`config.mk`:
```
export PLATFORM = sky130hd
export DESIGN_NAME = mem_wb_pipe_stage
export DESIGN_NICKNAME = d
export VERILOG_FILES = /design/src/rtl/memwb_pkg.sv /design/src/rtl/pipe_skid_buf.sv /design/src/rtl/mem_wb_pipe_stage.sv
export SDC_FILE = /design/constraint.sdc
export NUM_CORES = 1
export LEC_CHECK = 0
export CAP_MARGIN = 10
export CORE_MARGIN = 10
export CORE_UTILIZATION = 54
export CTS_BUF_LIST = sky130_fd_sc_hd__clkbuf_16
export CTS_CLUSTER_SIZE = 24
export DETAILED_ROUTE_END_ITERATION = 10
export PLACE_DENSITY = 0.95
export REMOVE_ABC_BUFFERS = 1
export SLEW_MARGIN = 20
export SYNTH_ARGS = -nofsm -noshare
export SYNTH_HDL_FRONTEND = slang
export SYNTH_SLANG_ARGS = --single-unit
```
`constraint.sdc`:
```
create_clock -name Clk -period 6.9 [get_ports Clk]
set_clock_uncertainty 0.05 [all_clocks]
set_input_delay 0.69 -clock Clk [delete_from_list [all_inputs] [get_ports Clk]]
set_output_delay 0.69 -clock Clk [all_outputs]
set_load 0.01 [all_outputs]
```
`src/rtl/memwb_pkg.sv`:
```
// Shared definitions for the MEM->WB pipeline register: WB control bit positions,
// skid-buffer state encoding and the entry layout at default widths.
package memwb_pkg;

   localparam int WB_REGWRITE = 0;
   localparam int WB_MEMTOREG = 1;

   localparam int MEMWB_DATA_W = 64;
   localparam int MEMWB_REG_W  = 5;
   localparam int MEMWB_WB_W   = 2;

   typedef enum logic [1:0] {
      ST_EMPTY = 2'd0,
      ST_ONE   = 2'd1,
      ST_FULL  = 2'd2
   } state_e;

   typedef struct packed {
      logic [MEMWB_WB_W-1:0]   wb;
      logic [MEMWB_DATA_W-1:0] mem;
      logic [MEMWB_DATA_W-1:0] alu;
      logic [MEMWB_REG_W-1:0]  rd;
   } entry_t;

endpackage

```
`src/rtl/pipe_skid_buf.sv`:
```
// Generic 2-entry skid buffer: main register drives the output, skid catches one
// extra entry so in_ready depends only on registered state.
import memwb_pkg::*;

module pipe_skid_buf #(
   parameter int WIDTH = 8
) (
   input  logic             clk,
   input  logic             rst_n,
   input  logic             flush,
   input  logic             in_valid,
   output logic             in_ready,
   input  logic [WIDTH-1:0] in_data,
   output logic             out_valid,
   input  logic             out_ready,
   output logic [WIDTH-1:0] out_data
);

   state_e           state_q, state_d;
   logic [WIDTH-1:0] main_q, main_d;
   logic [WIDTH-1:0] skid_q, skid_d;
   logic             push, pop;

   assign out_valid = (state_q != ST_EMPTY);
   assign in_ready  = (state_q != ST_FULL);
   assign out_data  = main_q;

   always_comb begin
      state_d = state_q;
      main_d  = main_q;
      skid_d  = skid_q;
      push    = in_valid & in_ready;
      pop     = out_valid & out_ready;
      case (state_q)
         ST_EMPTY: begin
            if (push) begin
               main_d  = in_data;
               state_d = ST_ONE;
            end
         end
         ST_ONE: begin
            case ({push, pop})
               2'b10: begin
                  skid_d  = in_data;
                  state_d = ST_FULL;
               end
               2'b01: state_d = ST_EMPTY;
               2'b11: main_d = in_data;
               default: state_d = ST_ONE;
            endcase
         end
         ST_FULL: begin
            // skid always drains into main, never straight to the output
            if (pop) begin
               main_d  = skid_q;
               state_d = ST_ONE;
            end
         end
         default: state_d = ST_EMPTY;
      endcase
      if (flush) begin
         state_d = ST_EMPTY;
         main_d  = '0;
         skid_d  = '0;
      end
   end

   always_ff @(posedge clk or negedge rst_n) begin
      if (!rst_n) begin
         state_q <= ST_EMPTY;
         main_q  <= '0;
         skid_q  <= '0;
      end else begin
         state_q <= state_d;
         main_q  <= main_d;
         skid_q  <= skid_d;
      end
   end

endmodule

```
`src/rtl/mem_wb_pipe_stage.sv`:
```
// MEM->WB pipeline register with valid/ready handshake, 2-entry skid buffer and flush.
// MEMWB_RESULT_MUX_EN adds a registered OResult (memory data when MemToReg, else ALU).
import memwb_pkg::*;

module mem_wb_pipe_stage #(
   parameter int DATA_W = 64,
   parameter int REG_W  = 5,
   parameter int WB_W   = 2
) (
   input  logic              Clk,
   input  logic              Rst_n,
   input  logic              IValid,
   output logic              IReady,
   input  logic              IFlush,
   input  logic [WB_W-1:0]   IWB,
   input  logic [DATA_W-1:0] IDataMemory,
   input  logic [DATA_W-1:0] IAlu,
   input  logic [REG_W-1:0]  IInstruction,
   output logic              OValid,
   input  logic              OReady,
   output logic [WB_W-1:0]   OWB,
   output logic [DATA_W-1:0] ODataMemory,
   output logic [DATA_W-1:0] OAlu,
   output logic [REG_W-1:0]  OInstruction
`ifdef MEMWB_RESULT_MUX_EN
   ,
   output logic [DATA_W-1:0] OResult
`endif
);

   typedef struct packed {
      logic [WB_W-1:0]   wb;
      logic [DATA_W-1:0] mem;
      logic [DATA_W-1:0] alu;
      logic [REG_W-1:0]  rd;
   } stage_entry_t;

   localparam int ENTRY_W = $bits(stage_entry_t);
`ifdef MEMWB_RESULT_MUX_EN
   localparam int VEC_W = ENTRY_W + DATA_W;
`else
   localparam int VEC_W = ENTRY_W;
`endif

   stage_entry_t     in_entry, out_entry;
   logic [VEC_W-1:0] in_vec, out_vec;

   always_comb begin
      in_entry.wb  = IWB;
      in_entry.mem = IDataMemory;
      in_entry.alu = IAlu;
      in_entry.rd  = IInstruction;
      // x0 is hardwired zero, so a write to it is dropped at capture
      if (IInstruction == '0) in_entry.wb[WB_REGWRITE] = 1'b0;
`ifdef MEMWB_RESULT_MUX_EN
      in_vec = {in_entry, (IWB[WB_MEMTOREG] ? IDataMemory : IAlu)};
`else
      in_vec = in_entry;
`endif
   end

   pipe_skid_buf #(.WIDTH(VEC_W)) u_skid (
      .clk       (Clk),
      .rst_n     (Rst_n),
      .flush     (IFlush),
      .in_valid  (IValid),
      .in_ready  (IReady),
      .in_data   (in_vec),
      .out_valid (OValid),
      .out_ready (OReady),
      .out_data  (out_vec)
   );

`ifdef MEMWB_RESULT_MUX_EN
   assign out_entry = out_vec[VEC_W-1 -: ENTRY_W];
   assign OResult   = out_vec[DATA_W-1:0];
`else
   assign out_entry = out_vec;
`endif

   assign OWB          = out_entry.wb;
   assign ODataMemory  = out_entry.mem;
   assign OAlu         = out_entry.alu;
   assign OInstruction = out_entry.rd;

endmodule

```
# == Yosys cells after proc, flatten, opt, wreduce, memory -nomap -nowiden ==
# Index checks and enable logic that the tools add are counted.
# op_classes
eq_ne,10
muxes,14
bitwise,2
reduce_logical,9
# op_table
op,n
$mux 135,7
$pmux 135 s3,1
$pmux 2 s3,2
$eq 2x2->1 const B,3
$mux 2,3
$ne 3x2->1 const B,2
$ne 3x3->1 const B,2
$reduce_bool 2->1,3
$logic_not 5->1,1
$eq 2x1->1 const B,2
$reduce_and 4->1,1
$reduce_bool 4->1,1
$reduce_and 3->1,1
$and 1x1->1,2
$logic_not 2->1,1
$ne 2x2->1 const B,1
$reduce_and 2->1,1
$mux 1,1
# totals
ff_bits,272
elab_cells,38

# == Logic depth before layout (Yosys ltp) ==
# depth
ltp_word,6
ltp_mapped,12
mapped_depth_nobuf,7

# == Modules after synthesis ==
# A second synthesis with hierarchy kept.
# hier_totals
hier_cells,966
area_unflattened_um2,12256.8
# by_module_without_submodules
module,instances,cells_per_inst,area_each_um2
pipe_skid_buf,1,964,12241.7
mem_wb_pipe_stage,1,2,15.0

# == Worst setup path after synthesis ==
# OpenSTA, ideal clock, no wires.
# synth_timing
kind,reg2reg
from,register u_skid.state_q[1]
to,"register u_skid.main_q[133], in the netlist u_skid.out_data[133]"
setup_time_ns,0.121
arrival_ns,2.281
t_required_ns,6.729
path_slack_ns,4.448
stages_incl_launch_ff,11
n_path_buf,3
period_less_slack_ns,2.452
cell_sequence,dfrtp_1 nor2b_1 buf_2 inv_2 buf_2 and2_1 ha_1 a221oi_4 clkbuf_1 nor2_1 a22o_1
# synth_via
elab_chain_cells,5
elab_cells_between_ends,15
cone_classes,7 x eq/ne; 2 x mux; 2 x bitwise; 4 x reduce/logical
# synth_rtl
item,line,text
from (decl),pipe_skid_buf.sv:19,"state_e state_q, state_d;"
from (signal assigned),pipe_skid_buf.sv:74,state_q <= state_d;
$ne 2x2->1 *,pipe_skid_buf.sv:25,assign in_ready = (state_q != ST_FULL);
net IReady,mem_wb_pipe_stage.sv:13,"output logic IReady,"
$and 1x1->1 *,pipe_skid_buf.sv:32,push = in_valid & in_ready;
$eq 2x2->1,pipe_skid_buf.sv:42,"case ({push, pop})"
$ne 3x3->1 (no line),--,
$reduce_and 4->1 (no line) *,--,
to (signal assigned),pipe_skid_buf.sv:75,main_q <= main_d;
to (decl),pipe_skid_buf.sv:20,"logic [WIDTH-1:0] main_q, main_d;"
# The timed path passes the listed nets; every way through them passes the cells marked *.
# A chain may end at the register's enable or synchronous reset.

# == Final worst setup path ==
# layout_timing
from,register u_skid.state_q[1]
to,register u_skid.skid_q[15]
# layout_via
elab_chain_cells,5
elab_cells_between_ends,9
cone_classes,3 x eq/ne; 2 x bitwise; 4 x reduce/logical
# layout_rtl
item,line,text
$ne 2x2->1 / $reduce_bool 2->1 (equally long branches),"pipe_skid_buf.sv:25, pipe_skid_buf.sv:24",
$and 1x1->1 (on tied branches),"pipe_skid_buf.sv:32, pipe_skid_buf.sv:33",
$eq 2x2->1,pipe_skid_buf.sv:42,
$reduce_bool 2->1 (no line),--,
$reduce_and 2->1 (no line) *,--,
to (signal assigned),pipe_skid_buf.sv:76,skid_q <= skid_d;
to (decl),pipe_skid_buf.sv:21,"logic [WIDTH-1:0] skid_q, skid_d;"
# Mark *: on every way between the ends. The rest lies on a longest branch, timed or not.

==> qor.csv <==
metric;value;unit
status;finished, final reports clean;
first-pass GRT wire length;54030;microns
vias;9987;
clk buf depth;3;
Placement Setup Slack;3.407;ns
clock share of power;37.8;%
Reg2Reg Depth;8;
Seq cells post-synth;272;
IO Pins;277;
Synth cell types;21;
Design Power;3884;uW
commonest non-fill, non-tap cell in the layout;nand2_1;
chip width;169.0;microns
share of layout cells above drive strength 1;3.817;%
1st-pass router iterations;7;
Critical Path Start;u_skid.state_q[1]$_DFFE_PN0P_;
Worst Path Arrival;3.93;ns
Sw Pwr;1011;uW
dpl hpwl;21750;microns
final worst-path cycle share;51.41;%
post-CTS setup buffer count;0;
RSZ-0062 raised after global routing;no;
Initial Util;54.92;%
VDD IR max;208.8;uV
Setup crit start kind;register;
die height;169.0;microns
final RePlAce weighted congestion;0.7816;
TritonCTS Buffers;28;
Clock Latency Late Sink;0.53;ns
most frequent cells in the layout;405 x nand2_1, 274 x clkdlybuf4s50_1, 272 x dfrtp_1, 136 x a21oi_1;
Power Dens Cells;247.9;nW/um^2
count of final hold-check violations;0;
FF-to-FF End;u_skid.skid_q[15]$_DFFE_PN0P_;
fin. max-slew vios;0;
Sw Share;26.02;%
area taken by multi-input logic gates;4737;sq um
worst-path fanout max;68;
Synth top area share;56.79;%
combinational share of power;16.5;%
WP depth;8;
Iter 0 DRT Violations;1130;
Routed Wire Length;34280;microns
Leak;0.006469;uW
nets;1566;
count of final setup violators;0;
Wirelength per Cell;19.90;microns
PortBufs;276;
vias in the first global route;10350;
FF-to-FF setup slack;3.35;ns
Max Cap Viol;0;
total gr overflow;0;
max_slew headroom;21.25;%
Via density;5.796;
critical path cell sequence;nor2b_4, inv_2, and2_1, ha_1, and2_4, buf_4, nand2_1, a21oi_1;
die area;28550;sq um
warnings from Yosys;0;
Synth area leaders;dfrtp_1 57%, nand2_1 13%, mux2i_1 11%;
Max Fclk;281.9;MHz
routed wl met3;2532;microns
GR Util All Layers;22.78;%
Top Metal Used;met5;
WL met1;12860;microns
Clock Tree Root;clkbuf_16;
DRC viols;0;
CP bufs+invs;2;
Core ar.;21820;sq um
Final min period;3.547;ns
CP required;7.29;ns
Mean Syn Cell Area;9.889;sq um
Sum Neg Setup Slack;0;ns
leading area contributor after synthesis;dfrtp_1;
remaining antenna violation count;0;
post-CTS sizing;0;
HP Class;input port to asynchronous set/reset pin;
Reg clk slew, reported paths;0.06;ns
r2r startpoint;u_skid.state_q[1]$_DFFE_PN0P_;
Slowest cell on crit path;buf_4;
Top Family by Delay on Critical Path;buffers and inverters;
CTS Hold Bufs;0;
mapped cell area;11990;sq um
Critical Path Max Stage Delay;0.76;ns
cell count after synthesis;1212;
sequential fraction of the synthesis area;56.79;%
fillers;1463;
Least-Margin Pin Slew;1.181;ns
design area;15670;sq um
initial antenna violation count;3;
largest net degree at the start of global routing;219;
critical path type;register to register;
Placed Area;14780;sq um
clk sinks;272;
DR WL met2;17650;microns
Core Rows;54;
Internal;2873;uW
Seq pwr share;45.8;%
fin worst setup slack;3.353;ns
CTS H-tree depth;1;
Worst setup EP type;register;
Reg area;6807;sq um
CTS tree;built;
Area growth syn-to-layout;30.70;%
==> worst max-delay path by stage <==
stage	endpoint	slack, ns
after floorplan	u_skid.out_data[133]$_DFFE_PN0P_	-10.10
after global placement	u_skid.skid_q[122]$_DFFE_PN0P_	3.44
after detailed placement	u_skid.skid_q[34]$_DFFE_PN0P_	3.41
after CTS	u_skid.skid_q[75]$_DFFE_PN0P_	3.36
after global routing	u_skid.skid_q[75]$_DFFE_PN0P_	3.16
final	u_skid.skid_q[15]$_DFFE_PN0P_	3.35
==> cells in the mapped netlist <==
cell and number:
a21oi_1 136, a221oi_4 1, a22o_1 1, a31oi_1 1, and2_1 3, buf_1 9
buf_2 40, clkbuf_1 55, dfrtp_1 272, ha_1 3, inv_1 4, inv_2 1
mux2_2 1, mux2i_1 134, nand2_1 406, nor2_1 3, nor2b_1 2, o21ai_0 3
o31ai_1 134, or2_2 2, or4_1 1
==> metal layers <==
metal / GRT usage, % / vias to the layer above
met5: 0 / -
met1: 27.11 / 4938
li1: - / 4563
met2: 39.29 / 400
met3: 5.002 / 82
met4: 9.118 / 4
==> area by class of cell <==
type	count	share of cell area, %
sequential	272	43.45
antenna	2	0.03195
inverter	5	0.1198
tap	280	2.236
multi-input combinational	831	30.24
timing repair buffer	285	18.28
clock inverter	19	1.006
clock buffer	29	4.633
==> power groups by stage <==
stage | clock, uW | combinational [uW] | sequential [uW]
2_1_floorplan | 0 | 238 | 1830
3_3_place_gp | 0 | 621 | 1800
3_5_place_dp | 0 | 641 | 1800
4_1_cts | 1490 | 647 | 1780
5_1_grt | 1560 | 692 | 1790
6_report | 1470 | 639 | 1780
==> worst register-to-register path: stages (launching register included) <==
cell,delay (ns)
dfrtp_1,0.41
nor2b_4,0.14
inv_2,0.48
and2_1,0.28
ha_1,0.23
and2_4,0.67
buf_4,0.79
nand2_1,0.17
a21oi_1,0.22
==> kinds of logic (layout without fill, tap and decap cells) <==
| family | Yosys count | after routing | share of synthesized area [%] |
|---|---|---|---|
| and+or+nand+nor | 417 | 417 | 13.24 |
| adders and majority gates | 3 | 3 | 0.3132 |
| AOI/OAI and AO/OA | 276 | 276 | 14.54 |
| other | 0 | 2 | 0 |
| DFF | 272 | 272 | 56.79 |
| buffers and inverters | 109 | 338 | 3.831 |
| muxes | 135 | 135 | 11.29 |
==> state kept, by name (all words and copies together), names as in the netlist <==
register and flops:
u_skid.skid_q 135, u_skid.state_q 2, u_skid.out_data 135
==> per-stage QoR <==
step	cells	utilization, %	hold slack, ns
final	1723	71.78	0.2015
after global routing	1722	71.77	0.2745
after CTS	1721	71.76	0.2497
after detailed placement	1673	67.71	0.4148
after global placement	1673	67.71	0.4078
after floorplan	1108	-	0.3444
Power figures use the tool's default switching activity.
